<file path="config.mk">
export PLATFORM = sky130hd
export DESIGN_NAME = wb_arbiter_flat
export DESIGN_NICKNAME = d
export VERILOG_FILES = /design/src/rtl/wb_pkg.sv /design/src/rtl/wb_arbiter_if.sv /design/src/rtl/rr_find_first.sv /design/src/rtl/wb_arbiter.sv /design/src/flat_wrapper.sv
export SDC_FILE = /design/constraint.sdc
export NUM_CORES = 2
export LEC_CHECK = 0
export BUFFER_PORTS_ARGS = -buffer_cell sky130_fd_sc_hd__buf_4
export CAP_MARGIN = 25
export CORE_UTILIZATION = 36
export CTS_CLUSTER_SIZE = 28
export DETAILED_ROUTE_END_ITERATION = 8
export PLACE_DENSITY_LB_ADDON = 0.12
export SLEW_MARGIN = 20
export SYNTH_ARGS = -nofsm -noshare
export SYNTH_HDL_FRONTEND = slang
export SYNTH_SLANG_ARGS = --single-unit
export TNS_END_PERCENT = 30
</file>
<file path="constraint.sdc">
create_clock -name clk -period 20.4 [get_ports clk]
set_input_delay 3.06 -clock clk [delete_from_list [all_inputs] [get_ports clk]]
set_output_delay 3.06 -clock clk [all_outputs]
set_load 0.005 [all_outputs]
</file>
<file path="src/rtl/wb_pkg.sv">
`default_nettype none
// ============================================================================
//  Module      : wb_pkg
//  Description : Shared constants and types for the writeback arbiter:
//                source count, per-source index map, field widths and the
//                holding-slot record.
//  Revision    : 1.0 - initial release
// ============================================================================
package wb_pkg;

    localparam int N_SRC  = 16;
    localparam int RT_W   = 5;
    localparam int DATA_W = 32;
    localparam int CNT_W  = 5;
    localparam int PTR_W  = $clog2(N_SRC);

    // Source index map: ALU lanes first, then upper/lower pairs per FPU unit
    localparam int SRC_ALU_U   = 0;
    localparam int SRC_ALU_L   = 1;
    localparam int SRC_FADD_U  = 2;
    localparam int SRC_FADD_L  = 3;
    localparam int SRC_FSUB_U  = 4;
    localparam int SRC_FSUB_L  = 5;
    localparam int SRC_FMUL_U  = 6;
    localparam int SRC_FMUL_L  = 7;
    localparam int SRC_FDIV_U  = 8;
    localparam int SRC_FDIV_L  = 9;
    localparam int SRC_FSQRT_U = 10;
    localparam int SRC_FSQRT_L = 11;
    localparam int SRC_FTOI_U  = 12;
    localparam int SRC_FTOI_L  = 13;
    localparam int SRC_ITOF_U  = 14;
    localparam int SRC_ITOF_L  = 15;

    typedef struct packed {
        logic              valid;
        logic [RT_W-1:0]   rt;
        logic [DATA_W-1:0] data;
    } wb_slot_t;

endpackage
`default_nettype wire

</file>
<file path="src/rtl/wb_arbiter_if.sv">
`default_nettype none
// ============================================================================
//  Module      : wb_arbiter_if
//  Description : Result-source and register-file-write bundle of the
//                writeback arbiter.
//                master : result producers / register file side
//                slave  : the arbiter
//                src_valid/src_rt/src_data : per-source result triples
//                wr0_*/wr1_*               : two register-file write ports
//                stall_req, pending_cnt, err_overflow : status
//  Revision    : 1.0 - initial release
// ============================================================================
interface wb_arbiter_if;
    import wb_pkg::*;

    logic [N_SRC-1:0]        src_valid;
    logic [N_SRC*RT_W-1:0]   src_rt;
    logic [N_SRC*DATA_W-1:0] src_data;

    logic                    wr0_en;
    logic [RT_W-1:0]         wr0_addr;
    logic [DATA_W-1:0]       wr0_data;
    logic                    wr1_en;
    logic [RT_W-1:0]         wr1_addr;
    logic [DATA_W-1:0]       wr1_data;

    logic                    stall_req;
    logic [CNT_W-1:0]        pending_cnt;
    logic                    err_overflow;

    modport master (
        output src_valid, src_rt, src_data,
        input  wr0_en, wr0_addr, wr0_data, wr1_en, wr1_addr, wr1_data,
        input  stall_req, pending_cnt, err_overflow
    );

    modport slave (
        input  src_valid, src_rt, src_data,
        output wr0_en, wr0_addr, wr0_data, wr1_en, wr1_addr, wr1_data,
        output stall_req, pending_cnt, err_overflow
    );

endinterface
`default_nettype wire

</file>
<file path="src/rtl/rr_find_first.sv">
`default_nettype none
// ============================================================================
//  Module      : rr_find_first
//  Description : Combinational circular find-first-set. Searches i_mask
//                upward from i_start, wrapping modulo N.
//                i_mask  : candidate bits
//                i_start : first index examined
//                o_found : any bit set
//                o_idx   : index of the first set bit in circular order
//  Revision    : 1.0 - initial release
// ============================================================================
module rr_find_first #(
    parameter int N = 16,
    parameter int W = (N > 1) ? $clog2(N) : 1
) (
    input  logic [N-1:0] i_mask,
    input  logic [W-1:0] i_start,
    output logic         o_found,
    output logic [W-1:0] o_idx
);

    logic [W-1:0] w_cand [N];

    function automatic logic [W-1:0] wrap_add(input logic [W-1:0] a, input int k);
        int s;
        s = int'(a) + k;
        if (s >= N) s = s - N;
        return W'(s);
    endfunction

    // w_cand[k] is the k-th index visited starting from i_start
    for (genvar k = 0; k < N; k++) begin : g_cand
        assign w_cand[k] = wrap_add(i_start, k);
    end

    always_comb begin
        o_found = 1'b0;
        o_idx   = '0;
        for (int k = 0; k < N; k++) begin
            if (!o_found && i_mask[w_cand[k]]) begin
                o_found = 1'b1;
                o_idx   = w_cand[k];
            end
        end
    end

endmodule
`default_nettype wire

</file>
<file path="src/rtl/wb_arbiter.sv">
`default_nettype none
// ============================================================================
//  Module      : wb_arbiter
//  Description : Writeback collector. Each result source owns one holding
//                slot; a round-robin scheduler retires up to two slots per
//                cycle onto the register-file write ports, never writing the
//                same register twice in one cycle.
//                clk  : clock
//                rstn : synchronous active-low reset
//                wb   : source triples in, write ports and status out
//  Revision    : 1.0 - initial release
// ============================================================================
module wb_arbiter
    import wb_pkg::*;
#(
    parameter int STALL_TH = 2
) (
    input  logic        clk,
    input  logic        rstn,
    wb_arbiter_if.slave wb
);

    wb_slot_t          r_slot     [N_SRC];
    wb_slot_t          w_slot_nxt [N_SRC];
    logic [PTR_W-1:0]  r_ptr;
    logic [PTR_W-1:0]  w_ptr_nxt;

    logic [N_SRC-1:0]  w_valid;
    logic [N_SRC-1:0]  w_mask1;
    logic [N_SRC-1:0]  w_granted;
    logic              w_g0_found;
    logic              w_g1_found;
    logic [PTR_W-1:0]  w_g0;
    logic [PTR_W-1:0]  w_g1;
    logic [RT_W-1:0]   w_g0_rt;
    logic              w_overflow;
    logic [CNT_W-1:0]  w_nxt_cnt;

    logic              r_wr0_en;
    logic [RT_W-1:0]   r_wr0_addr;
    logic [DATA_W-1:0] r_wr0_data;
    logic              r_wr1_en;
    logic [RT_W-1:0]   r_wr1_addr;
    logic [DATA_W-1:0] r_wr1_data;
    logic              r_stall;
    logic [CNT_W-1:0]  r_cnt;
    logic              r_err;

    function automatic logic [PTR_W-1:0] next_idx(input logic [PTR_W-1:0] idx);
        return (idx == PTR_W'(N_SRC - 1)) ? '0 : idx + 1'b1;
    endfunction

    always_comb begin
        for (int i = 0; i < N_SRC; i++) w_valid[i] = r_slot[i].valid;
    end

    rr_find_first #(.N(N_SRC), .W(PTR_W)) u_find_g0 (
        .i_mask  (w_valid),
        .i_start (r_ptr),
        .o_found (w_g0_found),
        .o_idx   (w_g0)
    );

    assign w_g0_rt = r_slot[w_g0].rt;

    // Second grant skips g0 itself and anything targeting g0's register,
    // so the two write ports never hit the same register in one cycle.
    always_comb begin
        for (int i = 0; i < N_SRC; i++) begin
            w_mask1[i] = r_slot[i].valid && (w_g0 != PTR_W'(i)) && (r_slot[i].rt != w_g0_rt);
        end
    end

    // Starting at g0 is equivalent to starting just after it: g0 is masked.
    rr_find_first #(.N(N_SRC), .W(PTR_W)) u_find_g1 (
        .i_mask  (w_mask1),
        .i_start (w_g0),
        .o_found (w_g1_found),
        .o_idx   (w_g1)
    );

    always_comb begin
        for (int i = 0; i < N_SRC; i++) begin
            w_granted[i] = (w_g0_found && (w_g0 == PTR_W'(i))) ||
                           (w_g1_found && (w_g1 == PTR_W'(i)));
        end
    end

    // A granted slot frees at this edge, so a same-edge arrival reloads it;
    // an arrival into a slot that stays occupied is dropped.
    always_comb begin
        w_overflow = 1'b0;
        w_nxt_cnt  = '0;
        for (int i = 0; i < N_SRC; i++) begin
            w_slot_nxt[i] = r_slot[i];
            if (w_granted[i]) w_slot_nxt[i].valid = 1'b0;
            if (wb.src_valid[i]) begin
                if (r_slot[i].valid && !w_granted[i]) begin
                    w_overflow = 1'b1;
                end else begin
                    w_slot_nxt[i].valid = 1'b1;
                    w_slot_nxt[i].rt    = wb.src_rt[i*RT_W +: RT_W];
                    w_slot_nxt[i].data  = wb.src_data[i*DATA_W +: DATA_W];
                end
            end
            w_nxt_cnt = w_nxt_cnt + CNT_W'(w_slot_nxt[i].valid);
        end
    end

    always_comb begin
        w_ptr_nxt = r_ptr;
        if (w_g1_found)      w_ptr_nxt = next_idx(w_g1);
        else if (w_g0_found) w_ptr_nxt = next_idx(w_g0);
    end

    always_ff @(posedge clk) begin
        if (!rstn) begin
            for (int i = 0; i < N_SRC; i++) r_slot[i] <= '0;
            r_ptr      <= '0;
            r_wr0_en   <= 1'b0;
            r_wr0_addr <= '0;
            r_wr0_data <= '0;
            r_wr1_en   <= 1'b0;
            r_wr1_addr <= '0;
            r_wr1_data <= '0;
            r_stall    <= 1'b0;
            r_cnt      <= '0;
            r_err      <= 1'b0;
        end else begin
            for (int i = 0; i < N_SRC; i++) r_slot[i] <= w_slot_nxt[i];
            r_ptr    <= w_ptr_nxt;
            r_wr0_en <= w_g0_found;
            if (w_g0_found) begin
                r_wr0_addr <= r_slot[w_g0].rt;
                r_wr0_data <= r_slot[w_g0].data;
            end
            r_wr1_en <= w_g1_found;
            if (w_g1_found) begin
                r_wr1_addr <= r_slot[w_g1].rt;
                r_wr1_data <= r_slot[w_g1].data;
            end
            r_stall <= (w_nxt_cnt > CNT_W'(STALL_TH));
            r_cnt   <= w_nxt_cnt;
            if (w_overflow) r_err <= 1'b1;
        end
    end

    assign wb.wr0_en       = r_wr0_en;
    assign wb.wr0_addr     = r_wr0_addr;
    assign wb.wr0_data     = r_wr0_data;
    assign wb.wr1_en       = r_wr1_en;
    assign wb.wr1_addr     = r_wr1_addr;
    assign wb.wr1_data     = r_wr1_data;
    assign wb.stall_req    = r_stall;
    assign wb.pending_cnt  = r_cnt;
    assign wb.err_overflow = r_err;

endmodule
`default_nettype wire

</file>
<file path="src/flat_wrapper.sv">
// flat-port wrapper written by rule: the top's interface ports become plain ports
module wb_arbiter_flat import wb_pkg::*;
#(
    parameter int STALL_TH = 2
)
  (clk, rstn, wb_src_valid, wb_src_rt, wb_src_data, wb_wr0_en, wb_wr0_addr, wb_wr0_data, wb_wr1_en, wb_wr1_addr, wb_wr1_data, wb_stall_req, wb_pending_cnt, wb_err_overflow);
  wb_arbiter_if wb_i ();
  input  logic clk;
  input  logic rstn;
  input wire logic [$bits(wb_i.src_valid)-1:0] wb_src_valid;
  input wire logic [$bits(wb_i.src_rt)-1:0] wb_src_rt;
  input wire logic [$bits(wb_i.src_data)-1:0] wb_src_data;
  output wire logic [$bits(wb_i.wr0_en)-1:0] wb_wr0_en;
  output wire logic [$bits(wb_i.wr0_addr)-1:0] wb_wr0_addr;
  output wire logic [$bits(wb_i.wr0_data)-1:0] wb_wr0_data;
  output wire logic [$bits(wb_i.wr1_en)-1:0] wb_wr1_en;
  output wire logic [$bits(wb_i.wr1_addr)-1:0] wb_wr1_addr;
  output wire logic [$bits(wb_i.wr1_data)-1:0] wb_wr1_data;
  output wire logic [$bits(wb_i.stall_req)-1:0] wb_stall_req;
  output wire logic [$bits(wb_i.pending_cnt)-1:0] wb_pending_cnt;
  output wire logic [$bits(wb_i.err_overflow)-1:0] wb_err_overflow;
  assign wb_i.src_valid = wb_src_valid;
  assign wb_i.src_rt = wb_src_rt;
  assign wb_i.src_data = wb_src_data;
  assign wb_wr0_en = wb_i.wr0_en;
  assign wb_wr0_addr = wb_i.wr0_addr;
  assign wb_wr0_data = wb_i.wr0_data;
  assign wb_wr1_en = wb_i.wr1_en;
  assign wb_wr1_addr = wb_i.wr1_addr;
  assign wb_wr1_data = wb_i.wr1_data;
  assign wb_stall_req = wb_i.stall_req;
  assign wb_pending_cnt = wb_i.pending_cnt;
  assign wb_err_overflow = wb_i.err_overflow;
  wb_arbiter #(.STALL_TH(STALL_TH)) u_core (.clk(clk), .rstn(rstn), .wb(wb_i));
endmodule
</file>
Word level (Yosys, flattened, before mapping):

Memories as Yosys holds them, arrays and structs flattened. A register that Yosys moved wholly into a read port is not among the register bits.
Index checks and enable logic that the tools add are counted.

* register bits: 50
* bits in writable memories: 608
* input bits: 610
* memories: 1

Memories
* u_core.r_slot: words 16, bits a word 38, read ports 18, clocked after memory_dff 1, write ports 16, RTL line wb_arbiter.sv:23 `wb_slot_t r_slot [N_SRC];`

* add/subtract/negate cells: 79
* $lt $le $gt $ge: 65
* equality and inequality tests: 61
* muxes and demuxes: 262
* bitwise logic cells: 16
* reduce and logical (&&, ||, !) cells: 177

Operators by type and width (number)
* 38-bit two-way mux: 48
* 4-bit two-way mux: 68
* 4-bit by 5-bit less-than comparator with 1-bit output, second input constant: 32
* 5-bit greater-or-equal comparator, second input constant: 30
* 1-bit binary-select mux with 4-bit select: 32
* 4-bit by 1-bit subtractor with 4-bit output, second input constant: 32
* 1-bit two-way mux: 114
* 1-bit logical AND: 110
* 4-bit by 4-bit adder with 5-bit output, second input constant: 16
* 5-bit != test: 16
* 5-bit by 1-bit adder with 5-bit output: 14
* 4-bit equality test, second input constant: 16
* 1-bit zero test: 47
* 4-bit by 3-bit adder with 5-bit output, second input constant: 8
* 4-bit by 3-bit equality test with 1-bit output, second input constant: 8
* 4-bit != test, second input constant: 8
* 4-bit by 2-bit adder with 5-bit output, second input constant: 4
* 4-bit by 2-bit equality test with 1-bit output, second input constant: 4
* 1-bit logical OR: 16
* 4-bit by 3-bit != test with 1-bit output, second input constant: 4
* 1-bit OR: 16
* 4-bit by 1-bit adder with 5-bit output, second input constant: 2
* 4-bit by 5-bit greater-or-equal comparator with 1-bit output, second input constant: 2
* 4-bit by 1-bit adder with 4-bit output, second input constant: 2
* 8 further kinds: 11

Depth between registers and ports, before layout:

* depth after elaboration: 138
* gate-level depth with buffers: 59
* gate-level depth less buffers: 42

By module:

Synthesis repeated with hierarchy kept, for this count alone.

* cell total of the unflattened synthesis: 4323
* area total of the unflattened synthesis: 42186.7 um^2

Modules (own cells, without submodules)
* wb_arbiter: instances 1, cells each 3763, area an instance 37242.0 um^2, sequential area each 13913.3 um^2
* rr_find_first: instances 2, cells each 280, area an instance 2472.4 um^2, sequential area each 0.0 um^2

Worst setup path before layout:

No wires, ideal clock.

* path kind: register to register
* start: register u_core.r_ptr[1]
* end: register u_core.r_stall, in the netlist u_core.wb.stall_req
* library setup time: 0.124 ns
* data arrival time: 14.139 ns
* data required time: 20.276 ns
* setup slack: 6.137 ns
* stages on the path, launching flop included: 57
* buffers on the path: 17
* period minus slack after synthesis: 14.263 ns
* cell sequence: dfxtp_1 buf_2 buf_2 buf_2 inv_1 ha_1 buf_2 buf_2 mux4_2 mux2_2 mux2_4 or2_1 buf_6 or4b_1 nor2_1 a31oi_1 a21o_1 buf_6 [21 not listed] buf_2 clkbuf_1 ha_1 and2_1 a31oi_2 or2_2 ha_1 inv_1 fa_1 inv_1 fa_1 fa_1 fa_1 fa_1 fa_1 a21oi_1 nor2_1 a2111o_1

RTL lines
* start: declaration: RTL line wb_arbiter.sv:25 `logic [PTR_W-1:0] r_ptr;`
* start signal: assignment: RTL line wb_arbiter.sv:131 `r_ptr <= w_ptr_nxt;`
* end signal: assignment: RTL line wb_arbiter.sv:142 `r_stall <= (w_nxt_cnt > CNT_W'(STALL_TH));`
* end: declaration: RTL line wb_arbiter.sv:45 `logic r_stall;`

==> impl_metrics.json <==
{
  "outcome": "complete, no violations",
  "hp-class": "reg -> reg",
  "cts_buffers": 83,
  "setup_ws_ps": 4566,
  "final_max_slew_viol_count": 0,
  "synthFlopType": "dfxtp_1",
  "r2r_end": "u_core.wb.stall_req$_SDFF_PN0_",
  "max-clock-path-buffers": 3,
  "synth_area_leader_cell": "dfxtp_1",
  "synthCells": 5309,
  "clk_pin_slew_worst_paths_ps": 60,
  "grt_usage_pct": 37.00,
  "cts_resized": 0,
  "r2r_cells": 41,
  "placed_cells": 7158,
  "antenna_found_initial": 28,
  "setup_viol": 0,
  "fin_cells": 7326,
  "path_class": "reg -> reg",
  "synth_nets": 5958,
  "clock.fmax_ghz": 0.06315,
  "rows": 123,
  "tritoncts": "done",
  "ys_seq_elements": 695,
  "io-pin-count": 693,
  "hold_ws_ps": 470.1,
  "crit_path_end_kind": "flop",
  "drt_wl_total_um": 220900,
  "grt_pass1_wl_um": 306700,
  "min_period_ps": 15830,
  "pre_cts_ws_ps": 4697,
  "rsz0062_at_grt": "false",
  "nFillCells": 11737,
  "synthToLayoutAreaGrowth_pct": 21.96,
  "setup-tns-final_ps": 0,
  "rr_startpoint": "u_core.r_ptr[2]$_SDFFE_PN0P_",
  "synth-edff-count": 0,
  "drt-initial-drc-count": 3831,
  "finClkSkew_ps": 41.81,
  "io_buffers": 692,
  "cts_root_buf": "clkbuf_16",
  "hold_path_depth": 2,
  "cp-startpoint": "u_core.r_ptr[2]$_SDFFE_PN0P_",
  "clkLatencyLatePin_ps": 700,
  "die_w_um": 339.1,
  "via_per_inst": 5.840,
  "hold_violations": 0,
  "drc": 0,
  "die-height_um": 339.1,
  "yosysWarningCount": 0,
  "core_um2": 112700,
  "ys_top_cells_by_area": "dfxtp_1, nand2_1, mux2i_1, a21oi_1, nor2_1",
  "min_to": "u_core.r_slot[5][12]$_SDFFE_PN0P_",
  "drv_cap": 0,
  "post-route-period-util_pct": 77.62,
  "synth_area_um2": 40910,
  "initial_utilization_pct": 36.32,
  "required_ps": 20960,
  "layout-drive-gt1-share_pct": 18.40,
  "r2r_slack_ps": 4570,
  "post_drt_wl_per_cell_um": 30.15,
  "relSlewSlack_pct": 16.35,
  "mostFrequentLayoutCells": "nand2_1, buf_4, dfxtp_1, mux2i_1, a21oi_1",
  "cp.buffers_inverters": 6,
  "tightest_slew_ps": 1246,
  "cp_slowest_stage_delay_ps": 840,
  "cp-start-kind": "flop",
  "async_reset_ff_share_pct": 0,
  "gp_congestion": 1.005,
  "syn_avg_cell_area_um2": 7.707,
  "drt-pass1-iter-count": 5,
  "first_global_vias": 41439,
  "slowest_stage": "ha_1",
  "drtAntennaViolNets": 0,
  "layout_commonest_cell": "nand2_1",
  "dr_total_vias": 42784,
  "arrival_ps": 16400,
  "grt_overflow": 0,
  "synth_top_area_share_pct": 34.01,
  "holdBufCountCts": 0,
  "grt_max_degree": 215,
  "cp_common_cell": "fa_1",
  "ys_seq_area_share_pct": 34.01,
  "crit_family": "adder cells",
  "die_area_um2": 115000,
  "synth_cell_types": 99,
  "cts_sinks": 695,
  "hpwl_um": 164400,
  "nets": 6395,
  "htreeDepth": 3,
  "post_cts_buffers": 0,
  "hp-start": "u_core.r_slot[5][12]$_SDFFE_PN0P_",
  "worstPathMaxFanout": 145
}
## cell type report
cell class                      instances  area [um^2]  share of cell area (%)
Antenna cell                           15        37.54                 0.07522
Tap cell                             1500         1877                   3.761
Clock buffer                          116         2382                   4.774
Multi-Input combinational cell       4149        25000                   50.11
Sequential cell                       695        13910                   27.88
Timing Repair Buffer                  786         6007                   12.04
Clock inverter                         34        525.5                   1.053
Inverter                               31        153.9                  0.3084
## flip-flops by register name, indices dropped and copies added (netlist names), 4 cells and up
name	flops
u_core.r_slot	608
u_core.r_ptr	4
u_core.wb.pending_cnt	5
u_core.wb.wr0_data	32
u_core.wb.wr1_data	32
u_core.wb.wr1_addr	5
u_core.wb.wr0_addr	5
## cells by family (layout without fill, tap and decap cells)
kind of cell / after synthesis / in the layout / share of synthesized area (%)
AO/OA/AOI/OAI: 982 / 982 / 16.52
XOR/XNOR: 73 / 73 / 1.563
adder cells (fa/ha/maj): 39 / 39 / 1.376
buffers and inverters: 465 / 967 / 5.425
flip-flops: 695 / 695 / 34.01
multiplexers: 613 / 613 / 16.28
other: 0 / 15 / 0
AND/OR/NAND/NOR: 2442 / 2442 / 24.83
## cells in the mapped netlist (6+ instances only)
cell type and n:
xnor2_1 65, mux4_2 39, buf_1 24, a21oi_1 425, o22ai_1 8, a311oi_1 122
nand2b_1 24, nor4_1 18, xor2_1 8, nor2b_1 11, ha_1 29, dfxtp_1 695
a32oi_1 151, a41oi_1 16, a2bb2oi_1 6, mux2i_1 547, o21ai_1 9, o21ai_0 34
or2_2 10, buf_4 43, o221ai_1 8, o31ai_1 6, a211oi_1 9, nand3_1 173
a22oi_1 14, o21a_1 6, nand2_1 1630, nor2_1 364, a31oi_1 17, buf_6 23
buf_2 100, inv_1 24, mux2_2 25, a21o_1 8, and3_1 96, clkbuf_1 243
a22o_1 8, o31a_1 27, nor3_1 37, and2_1 37, o211ai_1 36, fa_1 10
## worst max-delay path by stage
stage | to | slack, ps | cells after the start
floorplan | u_core.wb.stall_req$_SDFF_PN0_ | 6140 | 56
global placement | u_core.wb.stall_req$_SDFF_PN0_ | 4490 | 41
detailed placement | u_core.wb.stall_req$_SDFF_PN0_ | 4700 | 41
CTS | u_core.wb.stall_req$_SDFF_PN0_ | 4680 | 41
global route | u_core.wb.stall_req$_SDFF_PN0_ | 3900 | 41
finish | u_core.wb.stall_req$_SDFF_PN0_ | 4570 | 41
## worst min-delay path, stage by stage, from the launching register on
cell and delay, ps:
dfxtp_1 320, nand2_1 60, a21oi_1 50
## metal layers
layer	part of all wire (%)	global-route usage [%]	wire length (um)	vias to the layer above
met5	0.073	0	161	-
met4	10	32.21	22070	24
met3	6.2	6.892	13780	560
met2	48	62.35	105800	1764
met1	36	39.91	79120	20954
li1	-	-	-	19482
## per-stage QoR
step                cell area [um^2]  util [%]
floorplan                      40910         -
global placement               46780     41.53
detailed placement             46900     41.63
CTS                            49810     44.22
global route                   49870     44.27
finish                         49900     44.29
Power is not shown: default switching activity piles up to over one toggle a cycle in this logic, so the estimate is an artifact.
